## config.mk

```make
export PLATFORM = sky130hd
export DESIGN_NAME = mc_fetch_mem_unit
export DESIGN_NICKNAME = d
export VERILOG_FILES = /design/src/rtl/mc_fetch_mem_unit.sv
export SDC_FILE = /design/constraint.sdc
export NUM_CORES = 1
export LEC_CHECK = 0
export ABC_CLOCK_PERIOD_IN_PS = 7600
export BUFFER_PORTS_ARGS = -buffer_cell sky130_fd_sc_hd__buf_2
export CAP_MARGIN = 20
export CORE_MARGIN = 8
export CORE_UTILIZATION = 35
export DETAILED_ROUTE_END_ITERATION = 7
export PLACE_DENSITY = 0.72
export SLEW_MARGIN = 0
export SYNTH_ARGS = -nofsm -noshare
export SYNTH_HDL_FRONTEND = slang
export SYNTH_SLANG_ARGS = --single-unit
```

## constraint.sdc

```tcl
create_clock -name clk_i -period 7.6 [get_ports clk_i]
set_clock_uncertainty 0.1 [all_clocks]
set_input_delay 0 -clock clk_i [delete_from_list [all_inputs] [get_ports clk_i]]
set_output_delay 0 -clock clk_i [all_outputs]
set_load 0.03 [all_outputs]
```

## src/rtl/mc_fetch_mem_unit.sv

```systemverilog
// Fetch/memory unit for a multicycle RISC-V core. It holds PC, OldPC, IR and MDR,
// runs single-outstanding req/gnt/rvalid transactions, and decodes op/funct3/funct7[5].
// Ports: command inputs (fetch/load/store, addr, wdata, pc_write/pc_next), architectural
// state outputs (pc, old_pc, instr, fields, data), status (busy, done, err), memory bus.
module mc_fetch_mem_unit #(
  parameter logic [31:0] RESET_PC = 32'h0000_0000,
  parameter int          MAX_WAIT = 255
) (
  input  logic        clk_i,
  input  logic        rst_i,
  input  logic        fetch_i,
  input  logic        load_i,
  input  logic        store_i,
  input  logic [31:0] addr_i,
  input  logic [31:0] wdata_i,
  input  logic        pc_write_i,
  input  logic [31:0] pc_next_i,
  output logic [31:0] pc_o,
  output logic [31:0] old_pc_o,
  output logic [31:0] instr_o,
  output logic [6:0]  op_o,
  output logic [2:0]  funct3_o,
  output logic        funct7_o,
  output logic [31:0] data_o,
  output logic        busy_o,
  output logic        done_o,
  output logic        err_o,
  output logic        mem_req_o,
  output logic        mem_we_o,
  output logic [31:0] mem_addr_o,
  output logic [31:0] mem_wdata_o,
  input  logic        mem_gnt_i,
  input  logic        mem_rvalid_i,
  input  logic [31:0] mem_rdata_i
);

  localparam int WW = $clog2(MAX_WAIT + 1);

  typedef enum logic [1:0] {ST_IDLE, ST_REQ, ST_RESP} state_e;
  typedef enum logic [1:0] {K_FETCH, K_LOAD, K_STORE} kind_e;

  state_e        state_q, state_d;
  kind_e         kind_q, kind_d;
  logic [31:0]   pc_q, pc_d;
  logic [31:0]   old_pc_q, old_pc_d;
  logic [31:0]   ir_q, ir_d;
  logic [31:0]   mdr_q, mdr_d;
  logic [31:0]   addr_q, addr_d;
  logic [31:0]   wdata_q, wdata_d;
  logic          we_q, we_d;
  logic          done_q, done_d;
  logic          err_q, err_d;
  logic [WW-1:0] wait_cnt_q, wait_cnt_d;
  logic [31:0]   sel_addr;
  logic          timeout;

  always_comb begin
    state_d    = state_q;
    kind_d     = kind_q;
    pc_d       = pc_q;
    old_pc_d   = old_pc_q;
    ir_d       = ir_q;
    mdr_d      = mdr_q;
    addr_d     = addr_q;
    wdata_d    = wdata_q;
    we_d       = we_q;
    done_d     = 1'b0;
    err_d      = err_q;
    wait_cnt_d = wait_cnt_q + WW'(1);
    sel_addr   = fetch_i ? pc_q : addr_i;
    timeout    = (wait_cnt_q == WW'(MAX_WAIT - 1));

    // PC is owned by the datapath's pc_write regardless of bus activity.
    if (pc_write_i) pc_d = pc_next_i;

    case (state_q)
      ST_IDLE: begin
        wait_cnt_d = '0;
        if (fetch_i || load_i || store_i) begin
          if (sel_addr[1:0] != 2'b00) begin
            // Misaligned: flag and complete immediately without touching the bus.
            err_d  = 1'b1;
            done_d = 1'b1;
          end else begin
            addr_d  = sel_addr;
            wdata_d = wdata_i;
            we_d    = !fetch_i && !load_i;
            kind_d  = fetch_i ? K_FETCH : (load_i ? K_LOAD : K_STORE);
            if (fetch_i) old_pc_d = pc_q;  // pre-update PC even if pc_write_i is set
            state_d = ST_REQ;
          end
        end
      end
      ST_REQ: begin
        if (mem_gnt_i) begin
          state_d    = ST_RESP;
          wait_cnt_d = '0;
        end else if (timeout) begin
          err_d   = 1'b1;
          done_d  = 1'b1;
          state_d = ST_IDLE;
        end
      end
      ST_RESP: begin
        if (mem_rvalid_i) begin
          if (kind_q == K_FETCH) ir_d  = mem_rdata_i;
          if (kind_q == K_LOAD)  mdr_d = mem_rdata_i;
          done_d  = 1'b1;
          state_d = ST_IDLE;
        end else if (timeout) begin
          err_d   = 1'b1;
          done_d  = 1'b1;
          state_d = ST_IDLE;
        end
      end
      default: state_d = ST_IDLE;
    endcase
  end

  always_ff @(posedge clk_i or posedge rst_i) begin
    if (rst_i) begin
      state_q    <= ST_IDLE;
      kind_q     <= K_FETCH;
      pc_q       <= RESET_PC;
      old_pc_q   <= '0;
      ir_q       <= '0;
      mdr_q      <= '0;
      addr_q     <= '0;
      wdata_q    <= '0;
      we_q       <= 1'b0;
      done_q     <= 1'b0;
      err_q      <= 1'b0;
      wait_cnt_q <= '0;
    end else begin
      state_q    <= state_d;
      kind_q     <= kind_d;
      pc_q       <= pc_d;
      old_pc_q   <= old_pc_d;
      ir_q       <= ir_d;
      mdr_q      <= mdr_d;
      addr_q     <= addr_d;
      wdata_q    <= wdata_d;
      we_q       <= we_d;
      done_q     <= done_d;
      err_q      <= err_d;
      wait_cnt_q <= wait_cnt_d;
    end
  end

  assign pc_o        = pc_q;
  assign old_pc_o    = old_pc_q;
  assign instr_o     = ir_q;
  assign op_o        = ir_q[6:0];
  assign funct3_o    = ir_q[14:12];
  assign funct7_o    = ir_q[30];
  assign data_o      = mdr_q;
  assign busy_o      = (state_q != ST_IDLE);
  assign done_o      = done_q;
  assign err_o       = err_q;
  // Request is a pure state decode, so it falls on the same edge that samples gnt.
  assign mem_req_o   = (state_q == ST_REQ);
  assign mem_we_o    = we_q;
  assign mem_addr_o  = addr_q;
  assign mem_wdata_o = wdata_q;

endmodule

```

==> impl_metrics.env, run 1 <==
export IMPL_synth_edf_count=0
export IMPL_die_x_um=169.6
export IMPL_cts_buffer_depth=3
export IMPL_clkSinkCount=206
export IMPL_layout_nets=1180
export IMPL_syn2layout_area_growth_pct=49.99
export IMPL_max_slew_margin=0.2971
export IMPL_rsz0062_at_grt="no"
export IMPL_dp_hpwl_um=16590
export IMPL_grt_pass1_vias=7161
export IMPL_syn_area_sq_um=8260
export IMPL_hp_start="addr_i[1]"
export IMPL_pre_cts_ws_ns=4.961
export IMPL_fin_cells=1375
export IMPL_antenna_left=0
export IMPL_end_kind="flip-flop"
export IMPL_rrSetupSlack_ns=5.09
export IMPL_start_kind="flip-flop"
export IMPL_avgRoutedWirePerCell_um=18.18
export IMPL_status="completed"
export IMPL_worstPathMaxFanout=95
export IMPL_power_total_mw=5.243
export IMPL_worstSkewPairLatency_ns=0.50
export IMPL_gp_congestion=0.8282
export IMPL_worst_slew_pin_slew_ns=1.054
export IMPL_synthArstFlopShare=1.000
export IMPL_vias=6374
export IMPL_grt_pass1_wl_um=39490
export IMPL_via_per_inst=4.636
export IMPL_post_cts_buffers=0
export IMPL_initial_core_util=0.3540
export IMPL_io_pins=344
export IMPL_placed_area_sq_um=10220
export IMPL_synth_area_per_cell_sq_um=14.52
export IMPL_ys_warn_count=0
export IMPL_setup_viol=0
export IMPL_ys_seq_elements=206
export IMPL_n_fill_cell=1899
export IMPL_grt_usage=0.1699
export IMPL_antenna_found_initial=2
export IMPL_crit_start="state_q[1]"
export IMPL_worst_ep_arrival_time_ns=2.80
export IMPL_drt_iter0_drc=296
export IMPL_netlist_instances=569
export IMPL_cts_tree="done"
export IMPL_drtPass1Iterations=6
export IMPL_core_area_sq_um=23330
export IMPL_cts_hold_repair_buffers=133
export IMPL_drive_above_1_share=0.5123
export IMPL_hold_slack_ns=0.03499
export IMPL_hold_viol_final=0
export IMPL_setup_tns_final_ns=0
export IMPL_grt_remaining_overflow=0
export IMPL_synth_fp_nets=712
export IMPL_dp_cells=1197
export IMPL_fin_crit_ns=2.513
export IMPL_clkSlewWorstSetupHoldPaths_ns=0.06
export IMPL_drc=0
export IMPL_grt_max_degree=128
export IMPL_drt_wl_total_um=25000
export IMPL_setup_ws_ns=5.087
export IMPL_clk_root_buffer_cell="clkbuf_16"
export IMPL_path_class="flip-flop to flip-flop"
export IMPL_finalInstanceArea_sq_um=12390
export IMPL_ys_flop_type="dfrtp_1"
export IMPL_power_leakage_nw=6.226
export IMPL_yosysSeqAreaShare=0.6241
export IMPL_finalCritPeriodShare=0.3307
export IMPL_r2r_start="state_q[1]"
export IMPL_hold_class="primary input to flip-flop"
export IMPL_maxSlewViolCount=0
export IMPL_die_area_sq_um=28770
export IMPL_numCtsBuffers=23
export IMPL_ir_drop_mv=0.2340
export IMPL_max_freq_mhz=397.9
export IMPL_synth_distinct_cells=36
export IMPL_fin_util=0.5310
export IMPL_cts_resized=0
export IMPL_io_buffers=343
export IMPL_core_rowCount=56
export IMPL_crit_required_ns=7.88
export IMPL_max_cap_violations=0
export IMPL_die_y_um=169.6
export IMPL_htreeDepth=1
export IMPL_power_density_nw_per_um2=423.2
cells in the mapped netlist (2+ instances only):
cell type	count	share of area
mux2_1	9	0.012
nor3_1	3	0.0018
nand2_1	38	0.017
xor2_1	5	0.0053
mux2_4	17	0.031
nor2_1	13	0.0059
buf_6	3	0.0041
buf_1	6	0.0027
mux2i_1	30	0.036
o22a_1	2	0.0021
mux2_2	132	0.18
o21ai_0	35	0.021
a211o_1	2	0.0021
or3_1	2	0.0015
clkbuf_1	13	0.0059
dfrtp_1	206	0.62
and4_1	2	0.0021
and2_1	2	0.0015
and3_1	2	0.0015
ha_1	7	0.011
buf_4	11	0.010
inv_1	6	0.0027
nor2b_1	4	0.0030
nand3_1	3	0.0018
buf_2	5	0.0030
where the power goes:
| group | internal (mW) | leakage, nW | total (mW) | switching [mW] |
|---|---|---|---|---|
| sequential | 1.55 | 2.52 | 1.81 | 0.266 |
| combinational | 0.772 | 3.30 | 2.27 | 1.50 |
| clock | 0.723 | 0.397 | 1.16 | 0.442 |
sequential cells by signal (all words and copies together) (netlist names):
signal and cells:
data_o 32, instr_o 32, old_pc_o 32, wait_cnt_q 8, state_q 2, mem_addr_o 32
done_o 1, kind_q 2, pc_o 32, mem_wdata_o 32, err_o 1
path summary, 6_finish.rpt:
path | end | cells after the start
max reg2reg | mem_wdata_o[21] | 5
max in group asynchronous | old_pc_o[22] | 5
min reg2reg | mem_addr_o[9] | 2
max | mem_wdata_o[21] | 5
min in group asynchronous | instr_o[31] | 3
min | state_q[0] | 4
critical path: stages (launching register included):
cell and delay, ns:
dfrtp_1 0.45, inv_1 0.09, ha_1 0.25, inv_1 0.21
a211o_4 0.83, mux2_2 0.43
kinds of logic (layout without fill, tap and decap cells):
family | count (synthesis) | in the layout | share of synthesized area
simple gates | 72 | 72 | 0.03908
compound gates | 46 | 46 | 0.03196
xor+xnor | 6 | 6 | 0.006362
other cells | 0 | 2 | 0
buf+inv | 44 | 529 | 0.02848
mux | 188 | 188 | 0.2595
flops | 206 | 206 | 0.6241
fa+ha+maj | 7 | 7 | 0.01060
layer usage:
layer | track usage | vias up | wire length [um] | part of all wire
met5 | 0 | - | 0 | 0
met4 | 0.05502 | 0 | 760 | 0.030
met3 | 0.05862 | 49 | 2338 | 0.094
met2 | 0.2948 | 289 | 12160 | 0.49
met1 | 0.1932 | 3103 | 9740 | 0.39
li1 | - | 2933 | - | -
cell usage in the layout (no fill, tap or decap), types with 4 or more instances in the layout:
cell,instances
dfrtp_1,206
mux2_1,9
clkinv_2,6
xor2_1,5
ha_1,7
mux2_4,17
o21ai_0,35
dlygate4sd3_1,133
nor2b_1,4
inv_1,5
nand2_1,38
buf_4,4
nor2_1,12
clkbuf_16,23
mux2_2,132
mux2i_1,30
buf_2,343
bufinv_16,4
cell type report:
type | instances | area (sq um) | area share
flip-flops and latches | 206 | 5155 | 0.4161
repair buffers | 481 | 3105 | 0.2507
multi-input cells | 319 | 2892 | 0.2334
clock buffers | 29 | 628.1 | 0.05070
well taps | 319 | 399.1 | 0.03222
clock inverters | 13 | 175.2 | 0.01414
inverters | 6 | 30.03 | 0.002424
diodes | 2 | 5.005 | 0.0004040
Note: power is estimated with default switching activity, not from simulation.
==> run 2: changes to the inputs <==
--- a/config.mk
+++ b/config.mk
@@ -5,7 +5,8 @@
 export SDC_FILE = /design/constraint.sdc
 export NUM_CORES = 1
 export LEC_CHECK = 0
-export ABC_CLOCK_PERIOD_IN_PS = 7600
+export ABC_AREA = 1
+export ABC_CLOCK_PERIOD_IN_PS = 2600
 export BUFFER_PORTS_ARGS = -buffer_cell sky130_fd_sc_hd__buf_2
 export CAP_MARGIN = 20
 export CORE_MARGIN = 8
==> constraint.sdc (replaced) <==
create_clock -name clk_i -period 2.6 [get_ports clk_i]
set_clock_uncertainty 0.1 [all_clocks]
set_input_delay 0 -clock clk_i [delete_from_list [all_inputs] [get_ports clk_i]]
set_output_delay 0 -clock clk_i [all_outputs]
set_load 0.03 [all_outputs]
==> run 2 against run 1 <==
Against the previous run:
- design area increased by 4.4%
- final cell count increased by 30%
- hold slack improved by 0.051 ns
- non-clock buffer count increased by 61
- total power increased to 2.8 times the previous value
- critical path depth increased by 6
- largest cell class unchanged
- highest routed layer unchanged
==> impl_metrics.env, run 2 <==
export IMPL_status="completed"
export IMPL_die_y_um=169.8
export IMPL_rrSetupSlack_ns=0.51
export IMPL_synth_fp_nets=1075
export IMPL_antenna_left=0
export IMPL_p_clk_frac=0.230
export IMPL_worst_slew_pin_slew_ns=0.7682
export IMPL_r2r_start="state_q[1]"
export IMPL_clkSlewWorstSetupHoldPaths_ns=0.06
export IMPL_pwr_share_seq=0.350
export IMPL_grt_remaining_overflow=0
export IMPL_finalCritPeriodShare=0.8282
export IMPL_cts_buffer_depth=3
export IMPL_syn2layout_area_growth_pct=56.25
export IMPL_hold_slack_ns=0.08568
export IMPL_drt_wl_total_um=30750
export IMPL_synth_top_family_by_area="simple AND/OR/NAND/NOR gates"
export IMPL_end_kind="flip-flop"
export IMPL_netlist_instances=932
export IMPL_power_switching_mw=6.488
export IMPL_synthArstFlopShare=1.000
export IMPL_hold_class="primary input to async pin"
export IMPL_via_per_inst=4.724
export IMPL_final_common_cell="nand2_1"
export IMPL_setup_ws_ns=0.4467
export IMPL_layout_common_cells="nand2_1 (378), buf_2 (343), dfrtp_1 (206), dlygate4sd3_1 (186), o21ai_0 (161)"
export IMPL_drive_above_1_share=0.2755
export IMPL_io_buffers=343
export IMPL_numCtsBuffers=25
export IMPL_reg2reg_depth=8
export IMPL_max_freq_mhz=464.4
export IMPL_worstSkewPairLatency_ns=0.51
export IMPL_yosysTopAreaCell="dfrtp_1"
export IMPL_crit_slowest_cell="dlygate4sd3_1"
export IMPL_vias=8427
export IMPL_grt_usage=0.2076
export IMPL_synth_fa_ha_area_frac=0.01058
export IMPL_yosys_top_cells_count="nand2_1 (380), dfrtp_1 (206), o21ai_0 (161)"
export IMPL_max_cap_violations=0
export IMPL_swShare=0.4471
export IMPL_gp_congestion=0.8423
export IMPL_initial_core_util=0.3549
export IMPL_io_pins=344
export IMPL_worst_ep_arrival_time_ns=2.50
export IMPL_grt_max_degree=65
export IMPL_drtPass1Iterations=7
export IMPL_max_slew_margin=0.4868
export IMPL_r2r_end="state_q[1]"
export IMPL_power_density_nw_per_um2=1121
export IMPL_synth_top_area_share=0.6225
export IMPL_yosysSeqAreaShare=0.6225
export IMPL_dp_hpwl_um=19070
export IMPL_core_rowCount=56
export IMPL_p_comb_frac=0.420
export IMPL_pre_cts_ws_ns=0.6415
export IMPL_drt_iter0_drc=742
export IMPL_crit_required_ns=2.94
export IMPL_synth_area_per_cell_sq_um=8.886
export IMPL_fin_crit_ns=2.153
export IMPL_grt_pass1_wl_um=48390
export IMPL_antenna_found_initial=1
export IMPL_crit_chain="dlygate4sd3_1 > buf_2 > nor2_1 > dlygate4sd3_1 > nand2_1 > nand3_1 > nand2_1 > nor2_1 > nand2_1 > dlygate4sd3_1 > nand2_1"
export IMPL_cpPeakStageDelay_ns=0.59
export IMPL_path_class="primary input to flip-flop"
export IMPL_clkSinkCount=206
export IMPL_ir_drop_mv=0.5844
export IMPL_htreeDepth=1
export IMPL_crit_top_cell="nand2_1"
export IMPL_die_x_um=169.8
export IMPL_power_total_mw=14.51
export IMPL_synth_compound_area_share=0.09941
export IMPL_avgRoutedWirePerCell_um=17.24
export IMPL_worstPathMaxFanout=3
export IMPL_ys_flop_type="dfrtp_1"
export IMPL_rsz0062_at_grt="no"
export IMPL_maxSlewViolCount=0
export IMPL_yosys_area_share_simple=0.1911
export IMPL_core_area_sq_um=23330
export IMPL_yosysMostFrequentCell="nand2_1"
export IMPL_syn_area_sq_um=8282
export IMPL_power_leakage_nw=7.049
export IMPL_layout_nets=1588
export IMPL_cts_resized=0
export IMPL_ys_seq_elements=206
export IMPL_grt_pass1_vias=8893
export IMPL_clk_root_buffer_cell="clkbuf_16"
export IMPL_cts_tree="done"
export IMPL_hold_viol_final=0
export IMPL_start_kind="primary input"
export IMPL_synthMuxAreaShare=0
export IMPL_setup_viol=0
export IMPL_intPower_mw=8.023
export IMPL_synth_edf_count=0
export IMPL_synth_distinct_cells=23
export IMPL_drc=0
export IMPL_die_area_sq_um=28840
export IMPL_synth_area_leaders="dfrtp_1 (62%), nand2_1 (17%), o21ai_0 (9.7%)"
export IMPL_synth_xor_area_frac=0.003173
export IMPL_ys_warn_count=0
-- run 2: through the flow --
stage	utilization	cells	TNS (ns)	area [sq um]
detailed placement	0.4407	1551	0	10280
floorplan	-	932	-35.49	8285
global route	0.5545	1783	0	12940
global placement	0.4407	1551	0	10280
finish	0.5546	1784	0	12940
CTS	0.5544	1782	0	12930
-- run 2: how the worst max path moves through the flow --
stage | endpoint | cells after the start | slack (ns) | from
final | state_q[1] | 11 | 0.45 | addr_i[1]
after global routing | state_q[1] | 11 | 0.24 | addr_i[1]
after global placement | data_o[0] | 8 | 0.72 | state_q[0]
after CTS | state_q[1] | 11 | 0.49 | addr_i[1]
after floorplan | data_o[0] | 1 | -0.17 | rst_i
after detailed placement | data_o[9] | 8 | 0.64 | state_q[0]
-- run 2: worst max-delay path, delay by kind of cell --
| kind | cells | cell delay [ns] |
|---|---|---|
| buffers and inverters | 4 | 1.81 |
| and+or+nand+nor | 7 | 0.67 |
-- run 2: per-layer routing --
layer / GRT usage / wire length (um)
met1: 0.2406 / 11650
met2: 0.3419 / 14210
met3: 0.07206 / 3513
met4: 0.09542 / 1381
met5: 0 / 0
-- run 2: kinds of logic after synthesis --
logic type | after synthesis
buf+inv | 142
compound gates | 164
flops | 206
fa+ha+maj | 7
xor+xnor | 3
simple gates | 410
-- run 2: final cells by class --
type                    count  area [sq um]
clock buffers              32         671.9
inverters                  86         326.6
repair buffers            542          3739
well taps                 319         399.1
diodes                      2         5.005
multi-input cells         584          2525
flip-flops and latches    206          5155
fillers                  1913         10390
clock inverters            13         118.9
-- run 2: what timing repair did --
| action | in CTS | in global routing |
|---|---|---|
| hold buffers | 186 | 0 |
| buffers inserted | 0 | 0 |
| endpoints found under the hold margin | 224 | 0 |
-- run 2: power by group through the flow --
stage | sequential, mW | combinational, mW | clock (mW)
3_5_place_dp | 5.05 | 5.76 | 0
2_1_floorplan | 7.18 | 1.70 | 0
5_1_grt | 5.21 | 6.55 | 3.55
3_3_place_gp | 5.04 | 5.66 | 0
6_report | 5.08 | 6.09 | 3.34
4_1_cts | 5.03 | 6.02 | 3.43
==> run 3: changes to the inputs <==
--- a/config.mk
+++ b/config.mk
@@ -6,7 +6,7 @@
 export NUM_CORES = 1
 export LEC_CHECK = 0
 export ABC_AREA = 1
-export ABC_CLOCK_PERIOD_IN_PS = 2600
+export ABC_CLOCK_PERIOD_IN_PS = 2000
 export BUFFER_PORTS_ARGS = -buffer_cell sky130_fd_sc_hd__buf_2
 export CAP_MARGIN = 20
 export CORE_MARGIN = 8
==> constraint.sdc (replaced) <==
create_clock -name clk_i -period 2 [get_ports clk_i]
set_clock_uncertainty 0.1 [all_clocks]
set_input_delay 0 -clock clk_i [delete_from_list [all_inputs] [get_ports clk_i]]
set_output_delay 0 -clock clk_i [all_outputs]
set_load 0.03 [all_outputs]
==> run 3 against run 2 <==
Against the previous run:
- first-iteration DRC count decreased by 15%
- sequential share of layout area up 0.84 points
- via count fell by 0.65%
- hold slack lost 0.033 ns
- largest power group unchanged
- largest cell class unchanged
- final cell count fell by 1.5%
- combinational power increased by 29%
- global-route usage shrank 0.19 points
- register-to-register slack worse by 0.35 ns
- worst setup slack got worse by 0.29 ns
- total power up 29%
- non-clock buffer count shrank 26
==> impl_metrics.env, run 3 (same netlist as run 2, synthesis figures left out) <==
export IMPL_status="completed"
export IMPL_setup_ws_ns=0.1569
export IMPL_hold_slack_ns=0.05304
export IMPL_initial_core_util=0.3549
export IMPL_antenna_found_initial=1
export IMPL_seqCellArea_sq_um=5155
export IMPL_worstPathMaxFanout=6
export IMPL_finalInstanceArea_sq_um=12670
export IMPL_start_kind="flip-flop"
export IMPL_setup_tns_final_ns=0
export IMPL_busiest_layer="met2"
export IMPL_use_met2=0.3372
export IMPL_rsz0062_at_grt="no"
export IMPL_worstSkewPairLatency_ns=0.51
export IMPL_n_fill_cell=1965
export IMPL_crit_chain="inv_1 > ha_1 > inv_1 > buf_2"
export IMPL_htreeDepth=1
export IMPL_worst_ep_arrival_time_ns=1.74
export IMPL_pre_cts_ws_ns=0.1385
export IMPL_post_cts_buffers=0
export IMPL_reg2reg_depth=5
export IMPL_max_slew_margin=0.5808
export IMPL_die_x_um=169.8
export IMPL_clkSlewWorstSetupHoldPaths_ns=0.06
export IMPL_gp_congestion=0.8220
export IMPL_grt_pass1_wl_um=47590
export IMPL_final_common_cell="nand2_1"
export IMPL_io_buffers=343
export IMPL_path_class="flip-flop to primary output"
export IMPL_use_met3=0.07854
export IMPL_maxSlewViolCount=0
export IMPL_crit_required_ns=1.90
export IMPL_clk_root_buffer_cell="clkbuf_16"
export IMPL_dp_cells=1552
export IMPL_path_depth=4
export IMPL_finalCritPeriodShare=0.9215
export IMPL_hold_class="primary input to flip-flop"
export IMPL_path_delay_family="buffers and inverters"
export IMPL_drt_wl_total_um=30510
export IMPL_max_freq_mhz=542.6
export IMPL_layout_common_cells="nand2_1 (378), buf_2 (343), dfrtp_1 (206), o21ai_0 (161), dlygate4sd3_1 (159)"
export IMPL_cpPeakStageDelay_ns=0.44
export IMPL_io_pins=344
export IMPL_multi_input_area_sq_um=2525
export IMPL_syn2layout_area_growth_pct=53.01
export IMPL_via_per_inst=4.765
export IMPL_path_buf_inv=3
export IMPL_grt_pass1_vias=8859
export IMPL_fin_crit_ns=1.843
export IMPL_grt_use_met1=0.2354
export IMPL_endpoint="busy_o"
export IMPL_end_kind="primary output"
export IMPL_fin_util=0.5431
export IMPL_crit_start="state_q[0]"
export IMPL_rrSetupSlack_ns=0.16
export IMPL_r2r_start="state_q[0]"
export IMPL_core_area_sq_um=23330
export IMPL_grt_usage=0.2057
export IMPL_cts_tree="done"
export IMPL_die_area_sq_um=28840
export IMPL_vias=8372
export IMPL_numCtsBuffers=24
export IMPL_r2r_end="old_pc_o[23]"
export IMPL_fin_cells=1757
export IMPL_grt_max_degree=107
export IMPL_drc=0
export IMPL_setup_viol=0
export IMPL_hold_viol_final=0
export IMPL_layout_nets=1561
export IMPL_antenna_left=0
export IMPL_power_leakage_nw=6.954
export IMPL_die_y_um=169.8
export IMPL_worst_slew_pin_slew_ns=0.6289
export IMPL_ir_drop_mv=0.8586
export IMPL_placed_area_sq_um=10300
export IMPL_max_cap_violations=0
export IMPL_avgRoutedWirePerCell_um=17.37
export IMPL_crit_slowest_cell="dfrtp_1"
export IMPL_power_density_nw_per_um2=1476
export IMPL_dp_hpwl_um=19020
export IMPL_cts_buffer_depth=3
export IMPL_core_rowCount=56
export IMPL_crit_top_cell="inv_1"
export IMPL_clkSinkCount=206
export IMPL_grt_remaining_overflow=0
export IMPL_drtPass1Iterations=7
export IMPL_power_total_mw=18.70
export IMPL_drive_above_1_share=0.2794
export IMPL_drt_iter0_drc=630
## run 3: worst reg2reg max path: cells and delay by family, from the launching register on
kind | cells | cell delay (ns)
AOI/OAI and AO/OA | 1 | 0.28
and+or+nand+nor | 1 | 0.23
buffers and inverters | 2 | 0.35
adders and majority gates | 1 | 0.34
DFF | 1 | 0.44
## run 3: area by class of cell
| class | instances | share of cell area |
|---|---|---|
| inverters | 86 | 0.02577 |
| flip-flops and latches | 206 | 0.4068 |
| repair buffers | 516 | 0.2756 |
| multi-input cells | 584 | 0.1992 |
| diodes | 3 | 0.0005924 |
| well taps | 319 | 0.03150 |
| clock inverters | 9 | 0.006122 |
| clock buffers | 34 | 0.05440 |
## run 3: worst min path at each step
stage | startpoint | endpoint | slack, ns | cells past startpoint
floorplan | wdata_i[0] | mem_wdata_o[0] | 0.01 | 2
detailed placement | wdata_i[22] | mem_wdata_o[22] | 0.1 | 3
global route | pc_write_i | pc_o[0] | 0.08 | 4
CTS | pc_write_i | pc_o[11] | 0.02 | 4
global placement | wdata_i[19] | mem_wdata_o[19] | 0.09 | 3
finish | pc_write_i | pc_o[1] | 0.05 | 4
## run 3: power breakdown
group / leakage, nW / switching, mW / total, mW / internal, mW
combinational: 3.97 / 5.64 / 7.84 / 2.21
clock: 0.371 / 1.72 / 4.25 / 2.53
sequential: 2.61 / 0.958 / 6.61 / 5.65
total: 6.95 / 8.32 / 18.7 / 10.4
## run 3: repair_timing
| item | CTS | global route |
|---|---|---|
| hold endpoints to repair | 379 | 0 |
| gates resized for setup | 0 | 1 |
| endpoints found under the setup margin | 0 | 1 |
| hold buffers | 159 | 0 |
## run 3: metal layers
metal	wire length [um]	up-vias
li1	-	3854
met1	11010	3945
met2	14360	484
met3	3861	89
met4	1286	0
met5	0	-
